[src/rtl/xm_mem_arbiter.sv]
// xm_mem_arbiter: shares one memory port between fetch (F) and data (D)
// requesters with round-robin grant, D bus lock, byte lanes and watchdog.
module xm_mem_arbiter #(
    parameter int WORD    = 16,
    parameter int ADR     = 16,
    parameter int TIMEOUT = 255
) (
    input  logic            clk_i,
    input  logic            arst_i,
    input  logic            f_req_i,
    input  logic [ADR-1:0]  f_adr_i,
    output logic            f_ack_o,
    output logic            f_busy_o,
    input  logic            d_req_i,
    input  logic            d_we_i,
    input  logic            d_byte_i,
    input  logic            d_lock_i,
    input  logic [ADR-1:0]  d_adr_i,
    input  logic [WORD-1:0] d_wdata_i,
    output logic            d_ack_o,
    output logic            d_busy_o,
    output logic [WORD-1:0] rdata_o,
    output logic            err_o,
    output logic            mem_req_o,
    output logic            mem_we_o,
    output logic [1:0]      mem_be_o,
    output logic [ADR-1:0]  mem_adr_o,
    output logic [WORD-1:0] mem_wdata_o,
    input  logic            mem_ack_i,
    input  logic [WORD-1:0] mem_rdata_i
);

    localparam logic [1:0] S_IDLE   = 2'd0;
    localparam logic [1:0] S_ACCESS = 2'd1;
    localparam logic [1:0] S_RESP   = 2'd2;

    localparam int CW = (TIMEOUT < 2) ? 1 : $clog2(TIMEOUT + 1);
    localparam logic [CW-1:0] CNT_LAST = (TIMEOUT == 0) ? '0 : CW'(TIMEOUT - 1);

    logic [1:0]      state_q, state_d;
    logic            gnt_q, gnt_d;
    logic            last_q, last_d;
    logic            lock_q, lock_d;
    logic            lkreq_q, lkreq_d;
    logic [CW-1:0]   cnt_q, cnt_d;
    logic [ADR-1:0]  adr_q, adr_d;
    logic            we_q, we_d;
    logic [1:0]      be_q, be_d;
    logic [WORD-1:0] wdata_q, wdata_d;
    logic            err_q, err_d;
    logic [WORD-1:0] rdata_q, rdata_d;

    logic f_ok;
    logic pick_d;
    logic d_mis;

    // gnt/last: 1 = D. While locked, F is invisible to the arbiter.
    assign f_ok   = f_req_i & ~lock_q;
    assign pick_d = d_req_i & (~f_ok | ~last_q);
    assign d_mis  = ~d_byte_i & d_adr_i[0];

    always_comb begin
        state_d = state_q;
        gnt_d   = gnt_q;
        last_d  = last_q;
        lock_d  = lock_q;
        lkreq_d = lkreq_q;
        cnt_d   = cnt_q;
        adr_d   = adr_q;
        we_d    = we_q;
        be_d    = be_q;
        wdata_d = wdata_q;
        err_d   = err_q;
        rdata_d = rdata_q;
        unique case (state_q)
            S_IDLE: begin
                if (f_ok | d_req_i) begin
                    gnt_d   = pick_d;
                    last_d  = pick_d;
                    cnt_d   = '0;
                    rdata_d = '0;
                    if (pick_d) begin
                        adr_d   = d_adr_i;
                        we_d    = d_we_i;
                        lkreq_d = d_lock_i;
                        err_d   = d_mis;
                        if (d_byte_i) begin
                            be_d    = d_adr_i[0] ? 2'b10 : 2'b01;
                            wdata_d = WORD'({d_wdata_i[7:0], d_wdata_i[7:0]});
                        end else begin
                            be_d    = 2'b11;
                            wdata_d = d_wdata_i;
                        end
                    end else begin
                        adr_d   = f_adr_i;
                        we_d    = 1'b0;
                        be_d    = 2'b11;
                        wdata_d = '0;
                        err_d   = f_adr_i[0];
                    end
                    state_d = err_d ? S_RESP : S_ACCESS;
                end
            end
            S_ACCESS: begin
                if (mem_ack_i) begin
                    // Byte reads return the addressed lane zero-extended
                    if (be_q == 2'b10) begin
                        rdata_d = WORD'(mem_rdata_i[15:8]);
                    end else if (be_q == 2'b01) begin
                        rdata_d = WORD'(mem_rdata_i[7:0]);
                    end else begin
                        rdata_d = mem_rdata_i;
                    end
                    state_d = S_RESP;
                end else if ((TIMEOUT != 0) && (cnt_q == CNT_LAST)) begin
                    err_d   = 1'b1;
                    state_d = S_RESP;
                end else if (TIMEOUT != 0) begin
                    cnt_d = cnt_q + 1'b1;
                end
            end
            S_RESP: begin
                if (gnt_q) begin
                    lock_d = lkreq_q;
                end
                state_d = S_IDLE;
            end
            default: begin
                state_d = S_IDLE;
            end
        endcase
    end

    always_ff @(posedge clk_i) begin
        if (arst_i) begin
            state_q <= S_IDLE;
            gnt_q   <= 1'b0;
            last_q  <= 1'b1;
            lock_q  <= 1'b0;
            lkreq_q <= 1'b0;
            cnt_q   <= '0;
            adr_q   <= '0;
            we_q    <= 1'b0;
            be_q    <= 2'b00;
            wdata_q <= '0;
            err_q   <= 1'b0;
            rdata_q <= '0;
        end else begin
            state_q <= state_d;
            gnt_q   <= gnt_d;
            last_q  <= last_d;
            lock_q  <= lock_d;
            lkreq_q <= lkreq_d;
            cnt_q   <= cnt_d;
            adr_q   <= adr_d;
            we_q    <= we_d;
            be_q    <= be_d;
            wdata_q <= wdata_d;
            err_q   <= err_d;
            rdata_q <= rdata_d;
        end
    end

    assign f_ack_o     = (state_q == S_RESP) & ~gnt_q;
    assign d_ack_o     = (state_q == S_RESP) & gnt_q;
    assign err_o       = (state_q == S_RESP) & err_q;
    assign rdata_o     = (state_q == S_RESP) ? rdata_q : '0;
    assign f_busy_o    = f_req_i & ~f_ack_o;
    assign d_busy_o    = d_req_i & ~d_ack_o;
    assign mem_req_o   = (state_q == S_ACCESS);
    assign mem_we_o    = (state_q == S_ACCESS) & we_q;
    assign mem_be_o    = be_q;
    assign mem_adr_o   = adr_q;
    assign mem_wdata_o = wdata_q;

endmodule
[config.mk]
export PLATFORM = sky130hd
export DESIGN_NAME = xm_mem_arbiter
export DESIGN_NICKNAME = d
export VERILOG_FILES = /design/src/rtl/xm_mem_arbiter.sv
export SDC_FILE = /design/constraint.sdc
export NUM_CORES = 1
export LEC_CHECK = 0
export CAP_MARGIN = 15
export CORE_ASPECT_RATIO = 1.2
export CORE_MARGIN = 3
export CORE_UTILIZATION = 33
export CTS_CLUSTER_DIAMETER = 100
export DETAILED_ROUTE_END_ITERATION = 16
export PLACE_DENSITY = 0.71
export REMOVE_ABC_BUFFERS = 1
export SLEW_MARGIN = 20
export SYNTH_ARGS = -nofsm -noshare
export SYNTH_HDL_FRONTEND = slang
export SYNTH_SLANG_ARGS = --single-unit
[constraint.sdc]
create_clock -name clk_i -period 2.1 [get_ports clk_i]
set_input_delay 0.42 -clock clk_i [delete_from_list [all_inputs] [get_ports clk_i]]
set_output_delay 0.42 -clock clk_i [all_outputs]
set_load 0.03 [all_outputs]
==> results.txt <==
PwrDens -> 763 nW/um^2
Fin. Hold Viols -> 0
clk_skew -> 0.00997 ns
hold_ws -> 0.460 ns
Slew HR -> 63.0%
fin nets -> 564
Req. time, crit path -> 1.68 ns
top-count cell post-synth -> dfxtp_1
cts bufs inserted -> 9
number of library cell types mapped by synthesis -> 49
RSZ-0062 raised after global routing -> false
die footprint -> 10500 sq um
clock sink count -> 66
global-route wire length before repair -> 15.0 mm
# Post-CTS Setup Buffers -> 0
post-CTS sizing -> 3
Setup CP Type -> flip-flop to output port
GRT overflow -> 0
WP data arrival -> 1.57 ns
Final period util -> 94.8%
vias in the first global route -> 3114
final critical-path setup slack -> 0.109 ns
Slew Limit Fails -> 0
Max Clk Rate -> 502 MHz
# port buffers -> 128
initial antenna violation count -> 0
Die Ht -> 111 microns
initial core utilization -> 34.7%
Placement Setup Slack -> -0.0324 ns
Initial DRT Pass Iterations -> 4
Layout fillers -> 850
Max VDD drop -> 0.513 mV
hold crit path type -> flip-flop to flip-flop
CTS max path bufs -> 2
CTS clk-pin slew, worst paths -> 0.07 ns
Total Routing Usage GR -> 17.5%
# H-tree levels -> 3
Synth Warn # -> 0
cell taking the most area after synthesis -> dfxtp_1
final setup fails -> 0
detailed router's first-iteration violation count -> 103
Leak -> 0.00184 uW
CTS tree -> done
Overall Power -> 3650 uW
routed vias/inst -> 5.08
hpwl dp -> 6.83 mm
CP Launch Type -> flip-flop
status -> complete, no violations
Area Overhead vs Synth -> 56.7%
Crit Path Max Fanout -> 8
drt drc -> 0
number of synthesized flops with an enable pin -> 0
fin crit period -> 1.99 ns
top cells by area, synth -> dfxtp_1 43%, nand2_1 4.9%, and2_1 4.1%
Root Driver -> clkbuf_8
GP Congestion -> 0.824
Ant. Diodes -> 0
Crit. End Element -> output port
top post-synthesis cells by count -> 66 x dfxtp_1, 40 x nand2_1, 24 x a21oi_1
Primary FF master, synth -> dfxtp_1
Syn Std Cell Area -> 3050 sq um
post-layout util -> 54.4%
Cell Rows -> 37
Core Area -> 8800 sq um
fin cells -> 612
antenna-violating nets left -> 0
Least-Margin Pin Slew -> 0.553 ns
Max-cap violations -> 0
share of cells above drive strength 1 -> 16.6%
Syn Area/Cell -> 8.73 sq um
Ports -> 129
cell count after synthesis -> 350
sequential fraction of the synthesis area -> 43.3%
Cells after DPL -> 596
Chip Width -> 93.8 microns
Post-synth ARST share -> 0%
Yosys top cell area share -> 43.3%
WL final -> 8.99 mm
# hold bufs at CTS -> 0
per-cell routed wire length -> 14.7 microns
routed vias -> 3112
pin count of the biggest net entering global routing -> 20
post-synthesis register bit count -> 66
Skew-Pair Late Insertion Delay -> 0.34 ns
-- sequential cells by signal, indices dropped and copies added (netlist names), 2 cells and up --
name	flops
cnt_q	8
rdata_q	16
state_q	2
mem_wdata_o	16
mem_be_o	2
mem_adr_o	16
-- metrics by stage --
stage | TNS, ns | area [sq um]
final | 0 | 4790
after global routing | 0 | 4790
after CTS | 0 | 4780
after detailed placement | -0.0324 | 4550
after global placement | 0 | 4550
after floorplan | -2.29 | 2940
-- layout by cell type, fill, tap and decap left out, types with 4 or more instances in the layout --
cell type / n
o31ai_1: 5
nand2_1: 40
dfxtp_1: 65
and2_1: 20
nor2_1: 11
a21oi_1: 24
mux2i_1: 10
o2bb2ai_1: 8
clkbuf_8: 10
a22o_1: 9
buf_4: 45
clkdlybuf4s50_1: 105
a31oi_1: 19
o211ai_1: 16
nand3_1: 20
inv_1: 4
mux2_2: 8
o21ai_0: 20
or4_1: 5
-- worst paths after layout --
kind,from,to,slack [ns],cells past startpoint
worst max-delay path,state_q[0]$_SDFFE_PP0P_,d_busy_o,0.11,6
worst min-delay path,rdata_q[15]$_SDFFE_PP0P_,rdata_q[15]$_SDFFE_PP0P_,0.46,2
worst max register to register,cnt_q[0]$_SDFFE_PP0P_,cnt_q[3]$_SDFFE_PP0P_,0.29,6
worst min register to register,rdata_q[15]$_SDFFE_PP0P_,rdata_q[15]$_SDFFE_PP0P_,0.46,2
-- report_power, final --
| group | internal [uW] | total (uW) | switching (uW) |
|---|---|---|---|
| Sequential | 1360 | 1430 | 67.3 |
| Combinational | 468 | 1010 | 543 |
| Clock | 703 | 1210 | 512 |
| Total | 2530 | 3650 | 1120 |
-- kinds of logic (layout without fill, tap and decap cells) --
| family | after synthesis | after routing | share of synthesized area, % |
|---|---|---|---|
| adder cells (fa/ha/maj) | 2 | 2 | 0.819 |
| XOR/XNOR | 1 | 1 | 0.287 |
| AO/OA/AOI/OAI | 114 | 114 | 24.7 |
| multiplexers | 18 | 18 | 6.23 |
| AND/OR/NAND/NOR | 118 | 118 | 20.2 |
| buffers and inverters | 31 | 176 | 4.51 |
| flip-flops | 66 | 66 | 43.3 |
-- routing by layer --
layer,wire (microns),vias to the layer above,track usage [%]
li1,-,1562,-
met1,3850,1433,21.5
met2,4350,103,28.8
met3,594,14,5.20
met4,201,0,6.36
met5,0,-,0
-- area by class of cell --
type / instances / area (sq um) / area share, %
well taps: 117 / 146 / 3.06
multi-input cells: 253 / 1600 / 33.5
flip-flops and latches: 66 / 1320 / 27.6
clock inverters: 6 / 90.1 / 1.88
inverters: 5 / 18.8 / 0.392
repair buffers: 155 / 1470 / 30.6
clock buffers: 10 / 138 / 2.88
-- worst max-delay path, cell delays in order (launching register included) --
cell and delay, ns:
dfxtp_1 0.38, buf_4 0.19, nor2b_4 0.06, buf_4 0.15
and2_1 0.20, nor2_1 0.10, buf_4 0.17
(Power assumes the default switching activity.)
